===== src/rtl/instruction_fetch_if.sv =====
// Instruction fetch bus bundle.
// Groups the ROM port, the hazard/EX control inputs and the IF/ID outputs
// of the fetch stage so they travel as one port.
//   master : the fetch stage (drives IMEM_ADDR, PC, ID_*, HALTED, FETCH_FAULT)
//   slave  : the surrounding pipeline/ROM (drives IMEM_DATA, STALL, REDIRECT*)
interface instruction_fetch_if #(
    parameter int unsigned ADDR_WIDTH = 12
);
    logic [ADDR_WIDTH-1:0] IMEM_ADDR;
    logic [31:0]           IMEM_DATA;
    logic                  STALL;
    logic                  REDIRECT;
    logic [31:0]           REDIRECT_PC;
    logic [31:0]           PC;
    logic                  ID_VALID;
    logic [31:0]           ID_PC;
    logic [31:0]           ID_PC_PLUS4;
    logic [31:0]           ID_INSTR;
    logic                  HALTED;
    logic                  FETCH_FAULT;

    modport master (
        output IMEM_ADDR,
        input  IMEM_DATA,
        input  STALL,
        input  REDIRECT,
        input  REDIRECT_PC,
        output PC,
        output ID_VALID,
        output ID_PC,
        output ID_PC_PLUS4,
        output ID_INSTR,
        output HALTED,
        output FETCH_FAULT
    );

    modport slave (
        input  IMEM_ADDR,
        output IMEM_DATA,
        output STALL,
        output REDIRECT,
        output REDIRECT_PC,
        input  PC,
        input  ID_VALID,
        input  ID_PC,
        input  ID_PC_PLUS4,
        input  ID_INSTR,
        input  HALTED,
        input  FETCH_FAULT
    );
endinterface


===== src/rtl/instruction_fetch.sv =====
// Instruction fetch stage of the pipelined RV32I core.
// Holds the PC, addresses the asynchronous-read instruction ROM and captures
// the returned word into the IF/ID register. Handles hazard stall, EX
// redirect and a sticky RUN/HALT/FAULT state machine.
// Ports:
//   CLK   : clock, all state updates on the rising edge
//   RST   : synchronous active-high reset
//   bus   : instruction_fetch_if.master
//           IMEM_ADDR   = PC[ADDR_WIDTH+1:2] (combinational)
//           IMEM_DATA   ROM word for IMEM_ADDR, same cycle
//           STALL       hold PC and IF/ID
//           REDIRECT/REDIRECT_PC  taken branch/jump target
//           PC, ID_VALID, ID_PC, ID_PC_PLUS4, ID_INSTR  fetch/IF-ID state
//           HALTED, FETCH_FAULT   sticky terminal states
module instruction_fetch #(
    parameter int unsigned ADDR_WIDTH = 12,
    parameter logic [31:0] RESET_PC   = 32'h00000000
) (
    input logic                CLK,
    input logic                RST,
    instruction_fetch_if.master bus
);

    localparam logic [31:0] NOP = 32'h00000013;
    localparam int unsigned HI_LSB = ADDR_WIDTH + 2;

    typedef enum logic [1:0] {
        RUN,
        HALT,
        FAULT
    } state_t;

    state_t      state;
    logic [31:0] pc;
    logic        id_valid;
    logic [31:0] id_pc;
    logic [31:0] id_pc_plus4;
    logic [31:0] id_instr;
    logic        halted;
    logic        fetch_fault;

    logic [31:0] pc_plus4;
    logic        pc_in_range;
    logic        redirect_aligned;

    // Carry out of the add is dropped; the range check faults before any
    // wrapped address could ever be fetched.
    assign pc_plus4         = pc + 32'd4;
    assign pc_in_range      = (pc >> HI_LSB) == '0;
    assign redirect_aligned = bus.REDIRECT_PC[1:0] == 2'b00;

    always_ff @(posedge CLK) begin
        if (RST) begin
            state       <= RUN;
            pc          <= RESET_PC;
            id_valid    <= 1'b0;
            id_pc       <= '0;
            id_pc_plus4 <= '0;
            id_instr    <= NOP;
            halted      <= 1'b0;
            fetch_fault <= 1'b0;
        end else begin
            case (state)
                RUN: begin
                    if (bus.REDIRECT) begin
                        // Wrong-path word in IF/ID is flushed either way.
                        id_valid <= 1'b0;
                        id_instr <= NOP;
                        if (redirect_aligned) begin
                            pc <= bus.REDIRECT_PC;
                        end else begin
                            state       <= FAULT;
                            fetch_fault <= 1'b1;
                        end
                    end else if (bus.STALL) begin
                        // Hold PC and IF/ID.
                    end else if (!pc_in_range) begin
                        state       <= FAULT;
                        fetch_fault <= 1'b1;
                        id_valid    <= 1'b0;
                        id_instr    <= NOP;
                    end else if (bus.IMEM_DATA == '0) begin
                        state    <= HALT;
                        halted   <= 1'b1;
                        id_valid <= 1'b0;
                        id_instr <= NOP;
                    end else begin
                        id_valid    <= 1'b1;
                        id_pc       <= pc;
                        id_pc_plus4 <= pc_plus4;
                        id_instr    <= bus.IMEM_DATA;
                        pc          <= pc_plus4;
                    end
                end
                HALT, FAULT: begin
                    // Sticky; PC and IF/ID frozen until reset.
                    id_valid <= 1'b0;
                    id_instr <= NOP;
                end
                default: begin
                    state       <= FAULT;
                    fetch_fault <= 1'b1;
                    halted      <= 1'b0;
                    id_valid    <= 1'b0;
                    id_instr    <= NOP;
                end
            endcase
        end
    end

    assign bus.IMEM_ADDR   = pc[ADDR_WIDTH+1:2];
    assign bus.PC          = pc;
    assign bus.ID_VALID    = id_valid;
    assign bus.ID_PC       = id_pc;
    assign bus.ID_PC_PLUS4 = id_pc_plus4;
    assign bus.ID_INSTR    = id_instr;
    assign bus.HALTED      = halted;
    assign bus.FETCH_FAULT = fetch_fault;

endmodule


===== src/flat_wrapper.sv =====
// flat-port wrapper written by rule: the top's interface ports become plain ports
module instruction_fetch_flat 
#(
    parameter int unsigned ADDR_WIDTH = 12,
    parameter logic [31:0] RESET_PC   = 32'h00000000
)
  (CLK, RST, bus_IMEM_ADDR, bus_IMEM_DATA, bus_STALL, bus_REDIRECT, bus_REDIRECT_PC, bus_PC, bus_ID_VALID, bus_ID_PC, bus_ID_PC_PLUS4, bus_ID_INSTR, bus_HALTED, bus_FETCH_FAULT);
  instruction_fetch_if #(.ADDR_WIDTH(ADDR_WIDTH)) bus_i ();
  input logic CLK;
  input logic RST;
  output wire logic [$bits(bus_i.IMEM_ADDR)-1:0] bus_IMEM_ADDR;
  input wire logic [$bits(bus_i.IMEM_DATA)-1:0] bus_IMEM_DATA;
  input wire logic [$bits(bus_i.STALL)-1:0] bus_STALL;
  input wire logic [$bits(bus_i.REDIRECT)-1:0] bus_REDIRECT;
  input wire logic [$bits(bus_i.REDIRECT_PC)-1:0] bus_REDIRECT_PC;
  output wire logic [$bits(bus_i.PC)-1:0] bus_PC;
  output wire logic [$bits(bus_i.ID_VALID)-1:0] bus_ID_VALID;
  output wire logic [$bits(bus_i.ID_PC)-1:0] bus_ID_PC;
  output wire logic [$bits(bus_i.ID_PC_PLUS4)-1:0] bus_ID_PC_PLUS4;
  output wire logic [$bits(bus_i.ID_INSTR)-1:0] bus_ID_INSTR;
  output wire logic [$bits(bus_i.HALTED)-1:0] bus_HALTED;
  output wire logic [$bits(bus_i.FETCH_FAULT)-1:0] bus_FETCH_FAULT;
  assign bus_IMEM_ADDR = bus_i.IMEM_ADDR;
  assign bus_i.IMEM_DATA = bus_IMEM_DATA;
  assign bus_i.STALL = bus_STALL;
  assign bus_i.REDIRECT = bus_REDIRECT;
  assign bus_i.REDIRECT_PC = bus_REDIRECT_PC;
  assign bus_PC = bus_i.PC;
  assign bus_ID_VALID = bus_i.ID_VALID;
  assign bus_ID_PC = bus_i.ID_PC;
  assign bus_ID_PC_PLUS4 = bus_i.ID_PC_PLUS4;
  assign bus_ID_INSTR = bus_i.ID_INSTR;
  assign bus_HALTED = bus_i.HALTED;
  assign bus_FETCH_FAULT = bus_i.FETCH_FAULT;
  instruction_fetch #(.ADDR_WIDTH(ADDR_WIDTH), .RESET_PC(RESET_PC)) u_core (.CLK(CLK), .RST(RST), .bus(bus_i));
endmodule

===== config.mk =====
export PLATFORM = sky130hd
export DESIGN_NAME = instruction_fetch_flat
export DESIGN_NICKNAME = d
export VERILOG_FILES = /design/src/rtl/instruction_fetch_if.sv /design/src/rtl/instruction_fetch.sv /design/src/flat_wrapper.sv
export SDC_FILE = /design/constraint.sdc
export NUM_CORES = 1
export LEC_CHECK = 0
export ABC_CLOCK_PERIOD_IN_PS = 4180
export BUFFER_PORTS_ARGS = -buffer_cell sky130_fd_sc_hd__buf_4
export CORE_ASPECT_RATIO = 1.5
export CORE_MARGIN = 8
export CORE_UTILIZATION = 25
export CTS_CLUSTER_DIAMETER = 120
export DETAILED_ROUTE_END_ITERATION = 16
export HOLD_SLACK_MARGIN = 0.1
export PLACE_DENSITY = 0.44
export SLEW_MARGIN = 40
export SYNTH_ARGS = -nofsm -noshare
export SYNTH_HDL_FRONTEND = slang
export SYNTH_SLANG_ARGS = --single-unit

===== constraint.sdc =====
create_clock -name CLK -period 4.18 [get_ports CLK]
set_input_delay 0.418 -clock CLK [delete_from_list [all_inputs] [get_ports CLK]]
set_output_delay 0.418 -clock CLK [all_outputs]
set_load 0.02 [all_outputs]

### After elaboration in Yosys (flattened, before gate mapping)

Index checks and enable logic that the tools add are counted.

| cells by class | value |
|---|---|
| eq/ne operators | 13 |
| bitwise logic cells | 5 |
| $add $sub $neg | 1 |
| reductions and logical operators | 12 |
| multiplexer cells | 25 |

Operators with widths:

| cell | count |
|---|---|
| 32-bit 2-to-1 mux | 7 |
| 32-bit logical NOT | 2 |
| 32-bit by 3-bit adder with 32-bit output, second input constant | 1 |
| 5-bit AND reduction | 3 |
| 1-bit 2-to-1 mux | 10 |
| 2-bit 2-to-1 mux | 5 |
| 3-bit != test, second input constant | 3 |
| 2-bit by 1-bit != test with 1-bit output, second input constant | 4 |
| 4-bit AND reduction | 2 |
| 2-bit != test, second input constant | 3 |
| 1-bit NOT | 5 |
| 2-bit logical NOT | 2 |
| 4-bit != test, second input constant | 1 |
| 1-bit case mux with 2 select lines | 2 |
| 2-bit case mux with 2 select lines | 1 |
| 3-bit OR reduction | 1 |
| 2-bit by 1-bit == test with 1-bit output, second input constant | 1 |
| 2-bit == test, second input constant | 1 |
| 2-bit nonzero test | 1 |
| 2-bit OR reduction | 1 |

| word-level totals | value |
|---|---|
| bits of input ports | 68 |
| output and inout port bits | 143 |
| logic and storage cells | 64 |
| flip-flop bits (word level) | 133 |

### Longest topological paths before layout

| logic depth | value |
|---|---|
| depth in word-level cells | 6 |
| gate-level depth with buffers | 8 |

### Worst setup path after synthesis

No wires, ideal clock.

| timing | value |
|---|---|
| path type | flip-flop to flip-flop |
| start point | register u_core.pc[26], in the netlist u_core.bus.PC[26] |
| end point | register u_core.pc[10], in the netlist u_core.bus.PC[10] |
| arrival | 2.028 ns |
| data required time | 4.052 ns |
| path slack | 2.024 ns |
| stages on the path, launching flop included | 7 |
| library setup time | 0.128 ns |
| path through | dfxtp_1 > or4_4 > nor4_4 > o2111ai_4 > clkbuf_1 > o211ai_1 > o21ai_1 |

| on the way | value |
|---|---|
| longest elaborated chain between the ends | 3 |

RTL lines:

| item | line | text |
|---|---|---|
| start: declaration | instruction_fetch.sv:34 | `logic [31:0] pc;` |
| start signal: assignment | instruction_fetch.sv:70 | `pc <= bus.REDIRECT_PC;` |
| start signal: assignment | instruction_fetch.sv:92 | `pc <= pc_plus4;` |
| 32-bit logical NOT | instruction_fetch.sv:49 | `assign pc_in_range = (pc >> HI_LSB) == '0;` |
| 2-bit nonzero test (no line) | - |  |
| 5-bit AND reduction (no line) | - |  |

No other way between the ends.
A chain may end at the register's enable or synchronous reset.

### Worst setup path after layout

| timing | value |
|---|---|
| start point | register u_core.pc[14], in the netlist u_core.bus.PC[14] |
| end point | register u_core.pc[16], in the netlist u_core.bus.PC[16] |

| on the way | value |
|---|---|
| longest elaborated chain between the ends | 5 |
| elaborated cells between the ends (all ways) | 8 |
| those cells by class | add/sub: 1; mux: 4; reduce/logical: 3 |

RTL lines:

| item | line | text |
|---|---|---|
| 32-bit by 3-bit adder with 32-bit output | instruction_fetch.sv:48 | `assign pc_plus4 = pc + 32'd4;` |
| 32-bit 2-to-1 mux | instruction_fetch.sv:82 | `end else if (bus.IMEM_DATA == '0) begin` |
| 32-bit 2-to-1 mux | instruction_fetch.sv:77 | `end else if (!pc_in_range) begin` |
| 32-bit 2-to-1 mux | instruction_fetch.sv:75 | `end else if (bus.STALL) begin` |
| 32-bit 2-to-1 mux | instruction_fetch.sv:65 | `if (bus.REDIRECT) begin` |

Several ways; a longest one is shown, not always the timed one. The select of a mux whose other input is x is not followed.

==> impl_metrics.yaml <==
timing:
  finalHoldViolCount: 0
  totalNegativeSetupSlack_ps: 0
  timing_worst_slew_pin_value_ps: 693
  holdWs_ps: 248
  setup_violations: 0
  fmax_mhz: 366
  max_slew_margin_pct: 53.8
  finClkSkew_ps: 10.5
  layout_min_cycle_time_ps: 2730
  post-route-period-util_pct: 65.4
  slew_viol_final: 0
  rsz0062_at_grt: "no"
cells_and_area:
  final_nets: 824
  regArea_mm2: 0.00262
  fin_util_pct: 36.2
  area_delta_synth_final_pct: 43.9
  fillCellCount: 2198
  multi_input_area_mm2: 0.00227
  final_layout_size_suffix_gt1_share_pct: 35.1
  antennaDiodeCount: 0
outcome:
  status: "finished, final reports clean"
synth:
  avgSynthCellArea_um2: 8.99
  async_flop_share_pct: 0
  yosysSeqAreaShare_pct: 50.0
  yosysTopAreaCell: "dfxtp_1"
  synth-edff-count: 0
  yosysTopAreaCellShare_pct: 50.0
  synthesis.area_mm2: 0.00524
  ys_ff_latch: 131
  yosysWarnings: 0
  yosysUniqueCellTypes: 50
  synth_flop_cell: "dfxtp_1"
  ys_top_cells_by_area: "dfxtp_1 (50%), and3_1 (4.8%), a21oi_1 (4.6%)"
  synthCells: 583
  syn-num-nets: 653
clocking:
  clkSinkCount: 131
  htreeDepth: 4
  clockBufferDepth: 2
  cts_resized: 0
  cts_setup_buffers: 0
  clk_pin_slew_worst_paths_ps: 60
  tritoncts: "yes"
  worstSkewPairLatency_ps: 410
  root_buffer: "clkbuf_16"
  cts_buffers: 17
  hold_buffers: 0
drt:
  num_vias: 4991
  routed_wirelength_um: 19100
  drt_iter0_drc: 212
  via_per_inst: 4.82
  wl_per_cell_um: 18.5
  drc_errors: 0
  ant_nets: 0
  first_pass_iters: 4
grt:
  grt_pass1_vias: 5235
  grt_pass1_wl_um: 29500
  grt.overflow.total: 0
  grt_max_degree: 54
  grtUsageTotal_pct: 14.5
  antenna_found_initial: 0
die:
  die_width_um: 134
  start_util_pct: 25.2
  core.rowCount: 65
  die_area_mm2: 0.0260
  core_mm2: 0.0208
  die_y_um: 193
  io_pins: 211
worst_setup_path:
  reg2reg_from: "u_core.bus.PC[14]"
  crit_top_cell: "o21ai_0"
  reg2reg_to: "u_core.bus.PC[16]"
  cp_max_fo: 31
  cp.required_ps: 4510
  crit_arrival_ps: 3070
  cp.buffers_inverters: 0
  crit_type: "reg2reg"
  cpPeakStageDelay_ps: 710
  rr_worst_depth: 5
  critical-path-top-delay-family: "compound AO/OA/AOI/OAI gates"
  slowest_stage: "o211a_2"
  worst_setup_path_start_kind: "flip-flop"
  cp_cell_sequence: "or4_1 -> nor4_4 -> o211a_2 -> o21ai_0 -> o21ai_0"
  reg2reg_slack_ps: 1450
  critPathCaptureType: "flip-flop"
pwr:
  powerDensity_mw_per_mm2: 504
  p_leak_nw: 3.22
  ir_drop_v: 0.000233
  p_total_mw: 3.81
hold_path:
  hold_class: "in2reg"
  worstHoldEndpoint: "u_core.bus.ID_INSTR[15]"
  min_from: "bus_IMEM_DATA[15]"
  hold_depth: 3
placement:
  place_congestion: 0.768
  io_buffers: 210
  hpwl_um: 14000
job:
  maxCapViolations: 0
-- cell type report --
class	count	area share, %
Clock buffer	18	5.69
Multi-Input combinational cell	381	30.0
Tap cell	268	4.44
Clock inverter	14	2.34
Timing Repair Buffer	218	22.5
Sequential cell	131	34.8
Inverter	5	0.249
-- layout by cell type (no fill, tap or decap), types with 11 or more instances in the layout --
master,n
a21oi_1,48
nand3_1,36
a22oi_1,29
dfxtp_1,131
nor2_1,50
nor3_1,11
o21ai_0,11
clkbuf_16,17
nand2_1,53
and3_1,40
buf_4,214
-- power by group --
| group | total (mW) | switching [mW] | internal, mW |
|---|---|---|---|
| Combinational | 0.841 | 0.502 | 0.339 |
| Sequential | 1.43 | 0.102 | 1.33 |
| Clock | 1.53 | 0.585 | 0.946 |
-- worst register-to-register path, stage by stage, from the launching register on --
cell	delay, ps
dfxtp_1	370
or4_1	610
nor4_4	430
o211a_2	720
o21ai_0	310
o21ai_0	230
-- metrics by stage --
step	instance area, µm²	instances	setup WS, ps
final	7540	1035	1450
after global routing	7540	1035	1230
after CTS	7540	1035	1400
after detailed placement	6940	1003	1430
after global placement	6870	1000	1300
after floorplan	5240	583	2020
-- cells by family after synthesis --
kind of cell,synth area share [%]
compound gates,18.2
xor+xnor,1.84
simple gates,22.3
buf+inv,6.94
flops,50.0
mux,0.191
fa+ha+maj,0.477
-- metal layers --
metal  global-route usage [%]  wire length, µm
met2                     24.2             9270
met5                        0                0
met1                     15.7             7750
met4                     5.14              316
met3                     6.72             1790
-- worst max-delay path by stage --
| stage | from | to | slack (ps) | cells past startpoint |
|---|---|---|---|---|
| 2_1_floorplan | u_core.bus.PC[26] | u_core.bus.PC[10] | 2020 | 6 |
| 3_3_place_gp | u_core.bus.PC[14] | u_core.bus.PC[4] | 1300 | 5 |
| 3_5_place_dp | u_core.bus.PC[14] | u_core.bus.PC[16] | 1430 | 5 |
| 4_1_cts | u_core.bus.PC[14] | u_core.bus.PC[16] | 1400 | 5 |
| 5_1_grt | u_core.bus.PC[14] | u_core.bus.PC[16] | 1230 | 5 |
| 6_report | u_core.bus.PC[14] | u_core.bus.PC[16] | 1450 | 5 |
-- cell usage after synthesis, drive strengths merged (4+ instances only) --
library cell  count
a211oi           14
a21oi            48
a22oi            29
and2              4
and3             40
buf              26
clkbuf           40
dfxtp           131
inv               5
nand2            54
nand3            36
nand4             9
nor2             50
nor3             13
nor4             11
o211ai            5
o21ai            13
o22ai             4
o31ai            10
or4               4
xnor2             4
xor2              7
-- registers in the layout (all words and copies together), names as in the netlist --
register,cells
u_core.state,2
u_core.bus.ID_PC,30
u_core.bus.ID_VALID,1
u_core.bus.HALTED,1
u_core.bus.ID_PC_PLUS4,32
u_core.bus.PC,32
u_core.bus.FETCH_FAULT,1
u_core.bus.ID_INSTR,32
Power figures use the tool's default switching activity.
